$ cat config.mk
export PLATFORM = sky130hd
export DESIGN_NAME = acc_burst_collector_flat
export DESIGN_NICKNAME = d
export VERILOG_FILES = /design/src/rtl/acc_burst_collector_if.sv /design/src/rtl/acc_burst_collector.sv /design/src/flat_wrapper.sv
export SDC_FILE = /design/constraint.sdc
export NUM_CORES = 1
export LEC_CHECK = 0
export ABC_CLOCK_PERIOD_IN_PS = 11680
export CAP_MARGIN = 20
export CORE_AREA = 3 3 226 228
export CTS_CLUSTER_DIAMETER = 120
export DETAILED_ROUTE_END_ITERATION = 10
export DIE_AREA = 0 0 229 231
export GPL_ROUTABILITY_DRIVEN = 0
export PLACE_DENSITY = 0.7
export SETUP_SLACK_MARGIN = 0.15
export SLEW_MARGIN = 20
export SYNTH_ARGS = -nofsm -noshare
export SYNTH_HDL_FRONTEND = slang
export SYNTH_SLANG_ARGS = --single-unit
export TNS_END_PERCENT = 100
$ cat constraint.sdc
create_clock -name clk -period 11.68 [get_ports clk]
set_clock_uncertainty 0.1 [all_clocks]
set_input_delay 1.168 -clock clk [delete_from_list [all_inputs] [get_ports clk]]
set_output_delay 1.168 -clock clk [all_outputs]
set_load 0.01 [all_outputs]
$ cat src/rtl/acc_burst_collector_if.sv
// Stream bundle for acc_burst_collector: upstream producer side and downstream FIFO head side.
// The collector connects through the slave modport; the environment uses master.
interface acc_burst_collector_if #(
   parameter int unsigned DATA_W = 64
);
   logic              in_valid;
   logic              in_ready;
   logic [DATA_W-1:0] in_data;
   logic              out_valid;
   logic              out_ready;
   logic [DATA_W-1:0] out_data;
   logic              out_last;

   modport master (
      output in_valid, in_data, out_ready,
      input  in_ready, out_valid, out_data, out_last
   );

   modport slave (
      input  in_valid, in_data, out_ready,
      output in_ready, out_valid, out_data, out_last
   );
endinterface

$ cat src/rtl/acc_burst_collector.sv
// Groups accelerator beats into bursts of burst_len, tags the final beat and buffers {last, data}
// in a DEPTH-entry FIFO. Define ACC_BURST_STATS_EN to build the delivered-burst counter.
module acc_burst_collector #(
   parameter int unsigned DATA_W = 64,
   parameter int unsigned DEPTH  = 8
) (
   input  logic                 clk,
   input  logic                 rst_n,
   input  logic [15:0]          burst_len,
   acc_burst_collector_if.slave bus,
   output logic                 busy,
   output logic [31:0]          burst_count
);
   localparam int unsigned AW = $clog2(DEPTH);

   typedef enum logic [0:0] {
      StIdle,
      StActive
   } state_e;

   state_e      state_q, state_d;
   logic [AW:0] wr_ptr_q, wr_ptr_d;
   logic [AW:0] rd_ptr_q, rd_ptr_d;
   logic [15:0] len_q, len_d;
   logic [15:0] beat_q, beat_d;
   logic [15:0] eff_len;

   logic [DATA_W:0] mem_q [DEPTH];
   logic [DATA_W:0] head;

   logic full, empty, push, pop, push_last;

   // Extra MSB on the pointers separates full (MSBs differ) from empty (pointers equal).
   assign empty = (wr_ptr_q == rd_ptr_q);
   assign full  = (wr_ptr_q[AW] != rd_ptr_q[AW]) &&
                  (wr_ptr_q[AW-1:0] == rd_ptr_q[AW-1:0]);
   assign head  = mem_q[rd_ptr_q[AW-1:0]];

   assign bus.in_ready  = rst_n & ~full;
   assign bus.out_valid = rst_n & ~empty;
   assign bus.out_data  = head[DATA_W-1:0];
   assign bus.out_last  = bus.out_valid & head[DATA_W];

   assign push = bus.in_valid & bus.in_ready;
   assign pop  = bus.out_valid & bus.out_ready;
   assign busy = rst_n & ((state_q == StActive) | ~empty);

   always_comb begin
      state_d   = state_q;
      len_d     = len_q;
      beat_d    = beat_q;
      push_last = 1'b0;
      eff_len   = (burst_len == 16'd0) ? 16'd1 : burst_len;
      unique case (state_q)
         StIdle: begin
            if (push) begin
               len_d  = eff_len;
               beat_d = 16'd1;
               if (eff_len == 16'd1) begin
                  push_last = 1'b1;
               end else begin
                  state_d = StActive;
               end
            end
         end
         StActive: begin
            if (push) begin
               beat_d = beat_q + 16'd1;
               if (beat_d == len_q) begin
                  push_last = 1'b1;
                  state_d   = StIdle;
               end
            end
         end
         default: state_d = StIdle;
      endcase
   end

   always_comb begin
      wr_ptr_d = wr_ptr_q;
      rd_ptr_d = rd_ptr_q;
      if (push) wr_ptr_d = wr_ptr_q + (AW+1)'(1);
      if (pop)  rd_ptr_d = rd_ptr_q + (AW+1)'(1);
   end

   always_ff @(posedge clk) begin
      if (!rst_n) begin
         state_q  <= StIdle;
         wr_ptr_q <= '0;
         rd_ptr_q <= '0;
         len_q    <= 16'd1;
         beat_q   <= 16'd0;
      end else begin
         state_q  <= state_d;
         wr_ptr_q <= wr_ptr_d;
         rd_ptr_q <= rd_ptr_d;
         len_q    <= len_d;
         beat_q   <= beat_d;
      end
   end

   // Storage is not reset; entries are only observed once the write pointer has passed them.
   always_ff @(posedge clk) begin
      if (push) begin
         mem_q[wr_ptr_q[AW-1:0]] <= {push_last, bus.in_data};
      end
   end

`ifdef ACC_BURST_STATS_EN
   logic [31:0] count_q, count_d;

   always_comb begin
      count_d = count_q;
      if (pop && head[DATA_W]) count_d = count_q + 32'd1;
   end

   always_ff @(posedge clk) begin
      if (!rst_n) begin
         count_q <= 32'd0;
      end else begin
         count_q <= count_d;
      end
   end

   assign burst_count = count_q;
`else
   assign burst_count = 32'd0;
`endif
endmodule

$ cat src/flat_wrapper.sv
// flat-port wrapper written by rule: the top's interface ports become plain ports
module acc_burst_collector_flat 
#(
   parameter int unsigned DATA_W = 64,
   parameter int unsigned DEPTH  = 8
)
  (clk, rst_n, burst_len, busy, burst_count, bus_in_valid, bus_in_data, bus_out_ready, bus_in_ready, bus_out_valid, bus_out_data, bus_out_last);
  acc_burst_collector_if #(.DATA_W(DATA_W)) bus_i ();
  input  logic clk;
  input  logic rst_n;
  input  logic [15:0] burst_len;
  output logic busy;
  output logic [31:0] burst_count;
  input wire logic [$bits(bus_i.in_valid)-1:0] bus_in_valid;
  input wire logic [$bits(bus_i.in_data)-1:0] bus_in_data;
  input wire logic [$bits(bus_i.out_ready)-1:0] bus_out_ready;
  output wire logic [$bits(bus_i.in_ready)-1:0] bus_in_ready;
  output wire logic [$bits(bus_i.out_valid)-1:0] bus_out_valid;
  output wire logic [$bits(bus_i.out_data)-1:0] bus_out_data;
  output wire logic [$bits(bus_i.out_last)-1:0] bus_out_last;
  assign bus_i.in_valid = bus_in_valid;
  assign bus_i.in_data = bus_in_data;
  assign bus_i.out_ready = bus_out_ready;
  assign bus_in_ready = bus_i.in_ready;
  assign bus_out_valid = bus_i.out_valid;
  assign bus_out_data = bus_i.out_data;
  assign bus_out_last = bus_i.out_last;
  acc_burst_collector #(.DATA_W(DATA_W), .DEPTH(DEPTH)) u_core (.clk(clk), .rst_n(rst_n), .burst_len(burst_len), .bus(bus_i), .busy(busy), .burst_count(burst_count));
endmodule
== After elaboration in Yosys (flattened, before gate mapping) ==
Memories as Yosys holds them, arrays and structs flattened. A register that Yosys moved wholly into a read port is not among the register bits.
Index checks and enable logic that the tools add are counted.
Word-level totals
  bits in writable memories: 520
  output and inout port bits: 100
  input port bits: 84
  word-level logic and storage cells: 48
  memories kept: 1
  bits in registers: 41
Operators by class
  reduce and logical (&&, ||, !) cells: 4
  mux-type cells: 18
  add/subtract/negate cells: 3
  equal/unequal tests: 7
  bitwise gates (word level): 10
Memory list
  u_core.mem_q: depth 8, width 65, read ports 1, clocked after Yosys merged registers in 1, wr ports 1, RTL line acc_burst_collector.sv:28  | logic [DATA_W:0] mem_q [DEPTH];
Operators by type and width (number)
  $mux W16: 3
  $pmux W16 S2: 1
  $add A16 B1 Y16 const B: 1
  $eq A16 B1 Y1 const B: 1
  $eq A16 B16 Y1: 1
  $logic_not A16 Y1: 1
  $mux W1: 10
  $add A4 B1 Y4 const B: 2
  $and A1 B1 Y1: 6
  $mux W3: 2
  $eq A4 B4 Y1: 1
  $pmux W1 S2: 2
  $reduce_and A2 Y1: 2
  $eq A3 B3 Y1: 1
  $not A1 Y1: 3
  $ne A2 B1 Y1 const B: 1
  $ne A2 B2 Y1 const B: 1
  $logic_and A1 B1 Y1: 1
  $ne A1 B1 Y1: 1
  $or A1 B1 Y1: 1

== Logic depth before layout (Yosys ltp) ==
  word-level depth: 7
  gate-level depth with buffers: 9
  mapped depth without buffers: 7

== Worst setup path before layout ==
OpenSTA, ideal clock, no wires.
  kind: input -> register
  start point: input rst_n
  end point: memory u_core.mem_q[0][0] (netlist name) (enable)
  stages: 5
  required time: 10.931 ns
  data arrival time: 8.042 ns
  library setup time: 0.649 ns
  setup slack: 2.889 ns
  buffers on the path: 1
  cell sequence: inv_1 a41oi_1 nand2_1 clkbuf_1 nor4_1
Between the ends
  longest elaborated chain between the ends: 4
RTL lines
  start: declaration: RTL line flat_wrapper.sv:10  | input logic rst_n;
  $and A1 B1 Y1: RTL line acc_burst_collector.sv:39  | assign bus.in_ready = rst_n & ~full;
  net bus_in_ready: RTL line flat_wrapper.sv:17  | output wire logic [$bits(bus_i.in_ready)-1:0] bus_in_ready;
  $and A1 B1 Y1: RTL line acc_burst_collector.sv:44  | assign push = bus.in_valid & bus.in_ready;
  $mux W1: RTL line acc_burst_collector.sv:104  | if (push) begin
  $mux W1 (not written as such): RTL line acc_burst_collector.sv:105  | mem_q[wr_ptr_q[AW-1:0]] <= {push_last, bus.in_data};
  end: declaration: RTL line acc_burst_collector.sv:28
The timed path passes the listed nets, and every way through them passes these cells.

==> reports/qor.csv <==
stage,metric,value,unit
die,Die Ht,231,um
yosys,synthesized cell area,22100,um^2
place,Port Buffers,151,
clock_network,Post CTS Setup Buffer Count,0,
yosys,main flop type after synthesis,edfxtp_1,
critical_path,Crit Path Max Fanout,55,
timing,Final TNS setup,0,ns
route,post-DR vias/cell,5.33,
route,wire per inst,21.7,um
timing,worst-margin pin slew,1.02,ns
clock_network,deepest clock path buffer count,3,
yosys,Post-Syn Instances,1104,
critical_path,reg2reg end,u_core.mem_q[4][29],
finish,Area growth syn-to-layout,18.1,%
die,CORE AREA,49100,um^2
power,Worst VDD drop,0.000115,V
timing,Hold WS,0.367,ns
timing,final setup vio count,0,
timing,"Min Clock Period, post-route",5.18,ns
yosys,ys async rst share,0,
run_status,outcome,"complete, no violations",
timing,relative slew slack,0.317,
timing,final hold vios,0,
power,P_leak,8.11,nW
finish,layout cell share with drive strength beyond 1,0.235,
job,max_cap viols,0,
yosys,top cell type's share of synthesized area,0.706,
route,met3 WL,2400,um
critical_path,WS Path Type,flop to primary output,
global_routing,"Remaining Overflow, GRT",0,
route,M1 WL,18600,um
clock_network,CTS sink cnt,564,
yosys,register area share after synthesis,0.746,
global_routing,initial antenna violation count,4,
clock_network,Clock Tree Root,clkbuf_16,
critical_path,"Arr. time, crit path",3.92,ns
yosys,synth top area cells,"edfxtp_1 (71%), mux4_2 (13%), dfxtp_1 (4.0%)",
clock_network,TritonCTS buffer count,55,
yosys,average cell area after synthesis,20.0,um^2
route,met2 wire len,21200,um
critical_path,worst-case reg-to-reg path depth,5,
die,die area,52900,um^2
global_routing,largest net degree at the start of global routing,58,
timing,unrepaired setup endpoints after global routing,no,
die,Die X,229,um
clock_network,CTS Hold Bufs,0,
clock_network,Worst-Skew Late Latency,0.58,ns
min_path,Min-Delay Endpoint,u_core.len_q[10],
yosys,Seq cells post-synth,564,
yosys,"Distinct cells, synth",49,
route,DRC,0,
clock_network,clock slew at reported path FFs,0.06,ns
clock_network,H-tree levels,2,
timing,Fmax,193,MHz
route,highest metal used,met5,
finish,multi-input logic area,5310,um^2
clock_network,Post-CTS Resized,0,
die,row count,81,
clock_network,CTS tree,yes,
die,Ports,184,
critical_path,CP Capture Type,primary output,
route,1st-iter DRT viols,796,
route,Antenna Nets Post-Route,0,
min_path,worst min-delay path category,flop to flop,
yosys,yosys warns,0,
route,Vias,10600,
critical_path,CP Launch Type,flop,
global_routing,vias in the first global route,11200,
global_routing,first-pass GRT wire length,66400,um
route,DR pass1 iterations,5,
finish,fill count,3821,
min_path,hold path startpoint,u_core.len_q[10],
route,final WL,43100,um
place,HPWL after detailed placement,23800,um
yosys,Post-synth EDFFs,520,
power,total power,4.31,mW
timing,Pins Over Slew Limit,0,
timing,fin crit share,0.444,
die,Starting Density,0.451,
power,power per cell area,165,nW/um^2
global_routing,Tot GR Track Use,0.164,
critical_path,Required @ worst endpoint,10.41,ns
critical_path,R2R Path Start,u_core.wr_ptr_q[0],
finish,register area,16500,um^2
yosys,"area leader, netlist",edfxtp_1,
critical_path,flop-to-flop setup slack,8.17,ns
finish,Nets,1359,
min_path,hold path depth,2,
-- layout make-up --
cell class	count	area share
Sequential cell	564	0.632
Multi-Input combinational cell	480	0.203
Timing Repair Buffer	169	0.0630
Clock buffer	67	0.0548
Tap cell	664	0.0318
Clock inverter	35	0.0149
Inverter	2	0.000287
Antenna cell	3	0.000287
-- cell usage after synthesis, types with 2 or more instances --
master	count
edfxtp_1	520
mux4_2	130
nand2_1	66
mux2_2	64
dfxtp_1	44
buf_4	32
clkbuf_1	31
a21oi_1	30
nor2_1	30
xnor2_1	22
buf_2	20
nor3_1	17
xor2_1	10
nand3_1	8
nand2b_1	7
o21ai_0	7
buf_1	6
nand4_1	6
a41oi_1	4
nor4_1	4
and3_1	3
ha_1	3
nor2b_1	3
nor3b_1	3
a2111oi_2	2
a211oi_1	2
a21o_1	2
a31oi_1	2
and4_1	2
inv_1	2
mux2i_1	2
nand4b_1	2
or3_1	2
-- kinds of logic (layout without fill, tap and decap cells) --
kind of cell	after synthesis	in the layout	synth area share
AO/OA/AOI/OAI	55	55	0.0157
XOR/XNOR	33	33	0.0137
adder cells (fa/ha/maj)	3	3	0.00170
buffers and inverters	91	273	0.0220
flip-flops	564	564	0.746
multiplexers	196	196	0.166
other	1	35	0.000169
AND/OR/NAND/NOR	161	161	0.0353
-- layout by cell type (no fill, tap or decap), drive strengths merged, types with 3 or more instances in the layout --
cell	synthesis	layout
clkdlybuf4s50	0	151
and3	4	4
diode	0	3
mux2	64	64
dfxtp	44	44
inv	2	3
clkinv	0	25
nand3	9	9
nand4	7	7
a21oi	30	30
ha	3	3
buf	58	18
bufinv	0	8
conb	1	32
edfxtp	520	520
xnor2	22	22
nor2	30	30
a41oi	4	4
o21ai	7	7
nor3	17	17
nand2	66	66
nor2b	3	3
clkbuf	31	67
xor2	10	10
nor4	5	5
nand2b	7	7
and4	3	3
nor3b	3	3
mux4	130	130
-- metal layers --
metal,vias up,GRT usage
met1,5522,0.224
li1,4751,-
met2,246,0.270
met5,-,0
met3,61,0.0343
met4,4,0.0431
-- where the power goes --
part,leakage (nW),internal [mW],switching [mW]
Combinational,2.17,0.156,0.131
Sequential,5.06,2.23,0.0221
Clock,0.888,1.05,0.721
Total,8.11,3.44,0.874
-- worst max-delay path: stages (launching register included) --
cell,delay (ns)
dfxtp_4,0.59
buf_4,0.70
buf_4,0.76
mux4_2,0.42
mux2_2,0.32
clkdlybuf4s50_1,0.50
-- state kept, by name, summed over array words and instances (netlist names), named ones only --
register / count
u_core.wr_ptr_q: 4
u_core.state_q: 1
u_core.beat_q: 16
u_core.len_q: 16
u_core.mem_q: 520
u_core.rd_ptr_q: 4
-- worst max-delay path by stage --
stage                     start                 end  slack, ns  cells after the start
after floorplan           rst_n  u_core.mem_q[0][0]       2.89                      5
after global placement    rst_n        bus_out_last       6.59                      5
after detailed placement  rst_n        bus_out_last       6.91                      5
after CTS                  flop    bus_out_data[45]       6.32                      4
after global routing       flop     bus_out_data[8]       6.13                      4
final                      flop     bus_out_data[8]       6.50                      5
-- per-stage QoR --
stage / std cells / setup WS, ns / cell area [um^2] / util
6_report: 1984 / 6.50 / 26100 / 0.533
3_3_place_gp: 1879 / 6.59 / 24300 / 0.495
3_5_place_dp: 1879 / 6.91 / 24300 / 0.495
4_1_cts: 1981 / 6.32 / 26100 / 0.533
5_1_grt: 1981 / 6.13 / 26100 / 0.533
2_1_floorplan: 1135 / 2.89 / 22200 / -
Power figures use the tool's default switching activity.
